--- config.mk ---
export PLATFORM = sky130hd
export DESIGN_NAME = reg_bank_wb
export DESIGN_NICKNAME = d
export VERILOG_FILES = /design/src/rtl/reg_bank_wb.sv
export SDC_FILE = /design/constraint.sdc
export NUM_CORES = 1
export LEC_CHECK = 0
export ABC_CLOCK_PERIOD_IN_PS = 3900
export CORE_MARGIN = 2
export CORE_UTILIZATION = 62
export DETAILED_ROUTE_END_ITERATION = 7
export GPL_TIMING_DRIVEN = 1
export HOLD_SLACK_MARGIN = 0.06
export PLACE_DENSITY = 0.8
export SKIP_CTS_REPAIR_TIMING = 1
export SYNTH_ARGS = -nofsm -noshare
export SYNTH_HDL_FRONTEND = slang
export SYNTH_SLANG_ARGS = --single-unit
--- constraint.sdc ---
create_clock -name clk -period 3.9 [get_ports clk]
set_clock_uncertainty 0.2 [all_clocks]
set_input_delay 0.78 -clock clk [delete_from_list [all_inputs] [get_ports clk]]
set_output_delay 0.78 -clock clk [all_outputs]
set_load 0.005 [all_outputs]
--- src/rtl/reg_bank_wb.sv ---
// Write-back register bank: 32 entries, two registered read ports with write
// forwarding, one write port, and a post-reset init walk that loads defaults.
module reg_bank_wb #(
    parameter int DATA_W  = 32,
    parameter int NREGS   = 32,
    parameter int SP_IDX  = 29,
    parameter int SP_INIT = 227
) (
    input  logic              clk,
    input  logic              reset,
    input  logic              RegWrite,
    input  logic [31:0]       wr_addr,
    input  logic [DATA_W-1:0] wr_data,
    input  logic [4:0]        rd_addr_a,
    input  logic [4:0]        rd_addr_b,
    output logic [DATA_W-1:0] rd_data_a,
    output logic [DATA_W-1:0] rd_data_b,
    output logic              ready,
    output logic              wr_dropped
);

    localparam int AW = 5;
    localparam logic [AW-1:0]     LAST_IDX = AW'(NREGS - 1);
    localparam logic [AW-1:0]     SP_ADDR  = AW'(SP_IDX);
    localparam logic [DATA_W-1:0] SP_VAL   = DATA_W'(SP_INIT);

    typedef enum logic {
        S_INIT,
        S_RUN
    } state_t;

    state_t            r_state;
    logic [AW-1:0]     r_cnt;
    logic [DATA_W-1:0] r_mem [NREGS];

    logic [AW-1:0]     w_wr_idx;
    logic              w_mem_we;
    logic [AW-1:0]     w_mem_waddr;
    logic [DATA_W-1:0] w_mem_wdata;
    logic              w_run_wr;
    logic [DATA_W-1:0] w_rd_a;
    logic [DATA_W-1:0] w_rd_b;

    // Only the low five bits of the RegDst output select an entry.
    assign w_wr_idx = wr_addr[AW-1:0];
    assign w_run_wr = (r_state == S_RUN) && RegWrite && (w_wr_idx != '0);

    always_comb begin
        w_mem_we    = 1'b0;
        w_mem_waddr = w_wr_idx;
        w_mem_wdata = wr_data;
        if (!reset) begin
            if (r_state == S_INIT) begin
                w_mem_we    = 1'b1;
                w_mem_waddr = r_cnt;
                w_mem_wdata = (r_cnt == SP_ADDR) ? SP_VAL : '0;
            end else if (w_run_wr) begin
                w_mem_we = 1'b1;
            end
        end
    end

    // Forwarding: a same-edge write to the addressed entry wins over storage.
    always_comb begin
        w_rd_a = r_mem[rd_addr_a];
        w_rd_b = r_mem[rd_addr_b];
        if (w_run_wr && (w_wr_idx == rd_addr_a)) w_rd_a = wr_data;
        if (w_run_wr && (w_wr_idx == rd_addr_b)) w_rd_b = wr_data;
        if (rd_addr_a == '0) w_rd_a = '0;
        if (rd_addr_b == '0) w_rd_b = '0;
    end

    // Storage array carries no reset; contents survive a reset cycle.
    always_ff @(posedge clk) begin
        if (w_mem_we) r_mem[w_mem_waddr] <= w_mem_wdata;
    end

    always_ff @(posedge clk) begin
        if (reset) begin
            r_state    <= S_INIT;
            r_cnt      <= '0;
            rd_data_a  <= '0;
            rd_data_b  <= '0;
            ready      <= 1'b0;
            wr_dropped <= 1'b0;
        end else begin
            case (r_state)
                S_INIT: begin
                    rd_data_a  <= '0;
                    rd_data_b  <= '0;
                    wr_dropped <= RegWrite;
                    r_cnt      <= r_cnt + 1'b1;
                    if (r_cnt == LAST_IDX) begin
                        r_state <= S_RUN;
                        ready   <= 1'b1;
                    end
                end
                S_RUN: begin
                    rd_data_a  <= w_rd_a;
                    rd_data_b  <= w_rd_b;
                    wr_dropped <= 1'b0;
                    ready      <= 1'b1;
                end
                default: begin
                    r_state <= S_INIT;
                    r_cnt   <= '0;
                end
            endcase
        end
    end

endmodule

# == Yosys cells after proc, flatten, opt, wreduce, memory -nomap -nowiden ==
# Memories as Yosys holds them, arrays and structs flattened.
# Cells that the tools add are included.
# word_totals
ff_bits,72
ram_bits,1024
out_inout_bits,66
elab_cells,42
n_memories,1
# op_classes
addsub,1
n_eq_ne,5
muxes,21
bitwise_logic,1
reduce_logical,7
# mem_list
memory,words,width,rd,rd_clocked_by_memory_dff,write_ports,line,text
r_mem,32,32,2,0,1,34,logic [DATA_W-1:0] r_mem [NREGS];
# ops
op,n
$mux 32,6
$pmux 32 s2,2
$eq 5x5->1,2
$eq 5x5->1 const B,2
$logic_not 5->1,2
$mux 5,2
$mux 1,8
$mux 8,1
$add 5x1->5 const B,1
$reduce_bool 5->1,1
$logic_and 1x1->1,4
$pmux 1 s2,2
$ne 2x1->1 const B,1
$not 1->1,1

# == Longest topological paths before layout ==
# logic_depth
ltp_word,7
depth_mapped,9
ltp_nobuf,5

# == Worst setup path after synthesis ==
# Ideal clock, no wire load.
# synth_path
path_kind,input -> register
startpoint,input port reset
endpoint,"memory r_mem[0][0], enable pin"
arrival_time_ps,3090
required_ps,3279
path_slack_ps,189
cell_stages,6
path_buffers,1
cell_sequence,clkbuf_1 nor2_1 or3_1 o31ai_1 nand2_1 nor2_1
# synth_via
elab_chain_cells,3
word_cells_on_any_way,4
classes_between,mux (4)
# synth_rtl
item,line,text
from (decl),10,"input logic reset,"
$mux 1,52,if (!reset) begin
$mux 1,75,if (w_mem_we) r_mem[w_mem_waddr] <= w_mem_wdata;
$mux 1 (implied by the code),75,
to (decl),34,
# Several ways; a longest one is shown, not always the timed one.

# == Final worst setup path ==
# layout_path
startpoint,input port wr_addr[1]
endpoint,"memory r_mem[8][7], enable pin"
# layout_via
elab_chain_cells,7
word_cells_on_any_way,9
classes_between,mux (7); reduce/logical (2)
# layout_rtl
item,line,text
from (decl),12,"input logic [31:0] wr_addr,"
$reduce_bool 5->1,46,assign w_run_wr = (r_state == S_RUN) && RegWrite && (w_wr_idx != '0);
$logic_and 1x1->1,46,
$mux 1,57,end else if (w_run_wr) begin
$mux 1,53,if (r_state == S_INIT) begin
$mux 1,52,
$mux 1,75,
$mux 1 (implied by the code),75,
# Several ways; a longest one is shown, not always the timed one.

==> qor.csv <==
metric,value,unit
GR Overflow Total,0,
WP data required,4080,ps
die height,286,um
relative slew slack,0.146,
r2r worst-path depth,6,
drt drc,0,
clock buffer count from CTS,106,
final cell utilization of the core,0.721,
Initial Util,0.625,
CTS tree,done,
Final Max Slew Viols,0,
clock tree root buffer cell,clkbuf_16,
crit path capture type,flop,
initial drt markers,5261,
critical path start-end classification,input port to flop,
synthesized cell area,49300,um2
CP dominant cell by count,buf_4,
asr flop ratio synth,0,
worst-path cell with the longest stage delay,nor2_4,
worst path arrival time,3520,ps
"EDFF count, synth",1024,
Max VDD drop,0.420,mV
total negative slack,0,ps
DP Wirelength,84100,um
synth warn,0,
# diodes,0,
Synthesized Nets,2581,
Crit path depth,8,
"Clk Latency, worst-skew pair",690,ps
PortBufs,115,
Max clock buf depth,3,
CP startpoint kind,input port,
clk slew on worst S/H paths,60,ps
CP Max Fanout,22,
initial antenna violation count,3,
Vias,30100,
drt wl/cell,38.6,um
final WL,148000,um
Synth Flop Type,edfxtp_1,
"Avg Cell Area, Syn",19.7,um2
Cell Pwr Density,444,nW/um2
placement row count,103,
leakage power,18.5,nW
core area,78900,um2
die area,81800,um2
"Distinct cells, synth",42,
Maximum Capacitance Violations,0,
Top Family by Delay on Critical Path,simple AND/OR/NAND/NOR gates,
nets,2776,
H-tree Lvls,3,
status,"complete, no violations",
GP Congestion,0.864,
shortest period the worst path allows,3340,ps
Buf/Inv on CP,3,
RSZ-0062 raised after global routing,no,
Ports,143,
#FFs+latches synth,1096,
DIE WIDTH,286,um
CP cell instances,clkdlybuf4s50_1 -> or4_1 -> o21ai_2 -> o22ai_1 -> nand2_1 -> buf_4 -> nor2_4 -> buf_4,
layout cell share with drive strength beyond 1,0.314,
Area Growth Syn to Fin,15.3,%
"Seq/Total Area, Yosys",0.653,
global-route wire length before repair,212000,um
hold depth,2,
CP peak stage delay,970,ps
Final Cycle Share,0.856,
final setup vio count,0,
Final Hold Violating Endpoints,0,
worst slew pin tran,1280,ps
DRT antenna net count,0,
first-pass iteration count of the detailed router,5,
Peak Freq,299,MHz
Mapped Cells,2501,
vias in the first global route,30400,
Via density,7.84,
hold crit path type,flop to flop,
largest net degree at the start of global routing,61,
gr usage total,0.366,
CTS sink count,1096,
-- final cells by class --
type	count	area, um2
clock buffers	144	2940
flip-flops and latches	1096	32200
fillers	4465	22000
repair buffers	293	3380
well taps	1050	1310
clock inverters	58	508
inverters	4	15.0
multi-input cells	1195	16500
-- cell families after synthesis --
kind of cell / share of synthesized area
compound gates: 0.0615
xor+xnor: 0.00231
fa+ha+maj: 0.000761
buf+inv: 0.0201
flops: 0.653
mux: 0.246
simple gates: 0.0169
-- stage by stage --
step | setup slack (ps) | hold slack, ps | cell area (um2) | total power, mW | std cells
final | 560 | 276 | 56900 | 25.3 | 3840
after global placement | -23.7 | 252 | 53400 | 15.2 | 3638
after detailed placement | 8.01 | 267 | 53400 | 15.2 | 3638
after CTS | 700 | 274 | 56900 | 25.3 | 3840
after floorplan | 189 | 242 | 49300 | 14.5 | 2501
after global routing | 550 | 310 | 56900 | 25.8 | 3840
-- cells in the final DEF, fill, tap and decap left out, types with 7 or more instances in the layout --
| master | netlist | routed |
|---|---|---|
| a21oi_1 | 58 | 58 |
| a221o_1 | 64 | 64 |
| a221oi_1 | 64 | 64 |
| a22oi_1 | 160 | 160 |
| and2_1 | 30 | 28 |
| buf_12 | 0 | 71 |
| buf_4 | 12 | 108 |
| bufinv_16 | 0 | 7 |
| clkbuf_1 | 105 | 26 |
| clkbuf_16 | 0 | 108 |
| clkbuf_8 | 0 | 11 |
| clkdlybuf4s50_1 | 0 | 107 |
| clkinv_1 | 0 | 17 |
| clkinv_2 | 0 | 20 |
| dfxtp_1 | 72 | 72 |
| edfxtp_1 | 1024 | 1024 |
| mux2i_1 | 131 | 131 |
| mux4_2 | 480 | 480 |
| nand2_1 | 62 | 62 |
| nor2_1 | 49 | 13 |
| nor2_4 | 0 | 36 |
| nor2b_1 | 15 | 11 |
| o21bai_1 | 32 | 32 |
| xnor2_1 | 11 | 11 |
-- registers in the layout, indices dropped and copies added, names as in the netlist --
signal / cells
r_mem: 1024
rd_data_a: 32
rd_data_b: 32
r_cnt: 5
r_state: 1
ready: 1
wr_dropped: 1
-- cells in the mapped netlist (19+ instances only) --
master / n / area share
a21oi_1: 58 / 0.0059
buf_1: 19 / 0.0014
o21bai_1: 32 / 0.0049
mux4_2: 480 / 0.22
dfxtp_1: 72 / 0.029
nand2_1: 62 / 0.0047
nor2_1: 49 / 0.0037
clkbuf_1: 105 / 0.0080
buf_2: 58 / 0.0059
a221oi_1: 64 / 0.011
mux2i_1: 131 / 0.027
and2_1: 30 / 0.0038
a22oi_1: 160 / 0.024
edfxtp_1: 1024 / 0.62
a221o_1: 64 / 0.013
-- worst paths after layout --
path	start	endpoint	slack, ps
worst max-delay path	wr_addr[1]	r_mem[8][7]$_DFFE_PP_	560
worst min register to register	ready$_SDFFE_PP0P_	ready$_SDFFE_PP0P_	280
worst min-delay path	ready$_SDFFE_PP0P_	ready$_SDFFE_PP0P_	280
worst max register to register	r_state$_SDFF_PP0_	r_mem[8][7]$_DFFE_PP_	590
-- worst reg2reg max path: stages (launching register included) --
cell and delay (ps):
dfxtp_1 660, mux2i_1 330, nor2b_1 250, nand2_1 80, buf_4 170, nor2_4 970
buf_4 350
-- where the power goes --
| part | leakage [nW] | internal (mW) | switching [mW] |
|---|---|---|---|
| registers | 9.95 | 13.0 | 0.0481 |
| clock network | 1.68 | 5.76 | 4.49 |
| logic | 6.82 | 0.861 | 1.15 |
-- per-layer routing --
layer,track usage,share of wire
met1,0.503,0.33
met2,0.556,0.46
met4,0.170,0.054
met5,0,0.000088
met3,0.100,0.15
Power figures use the tool's default switching activity.
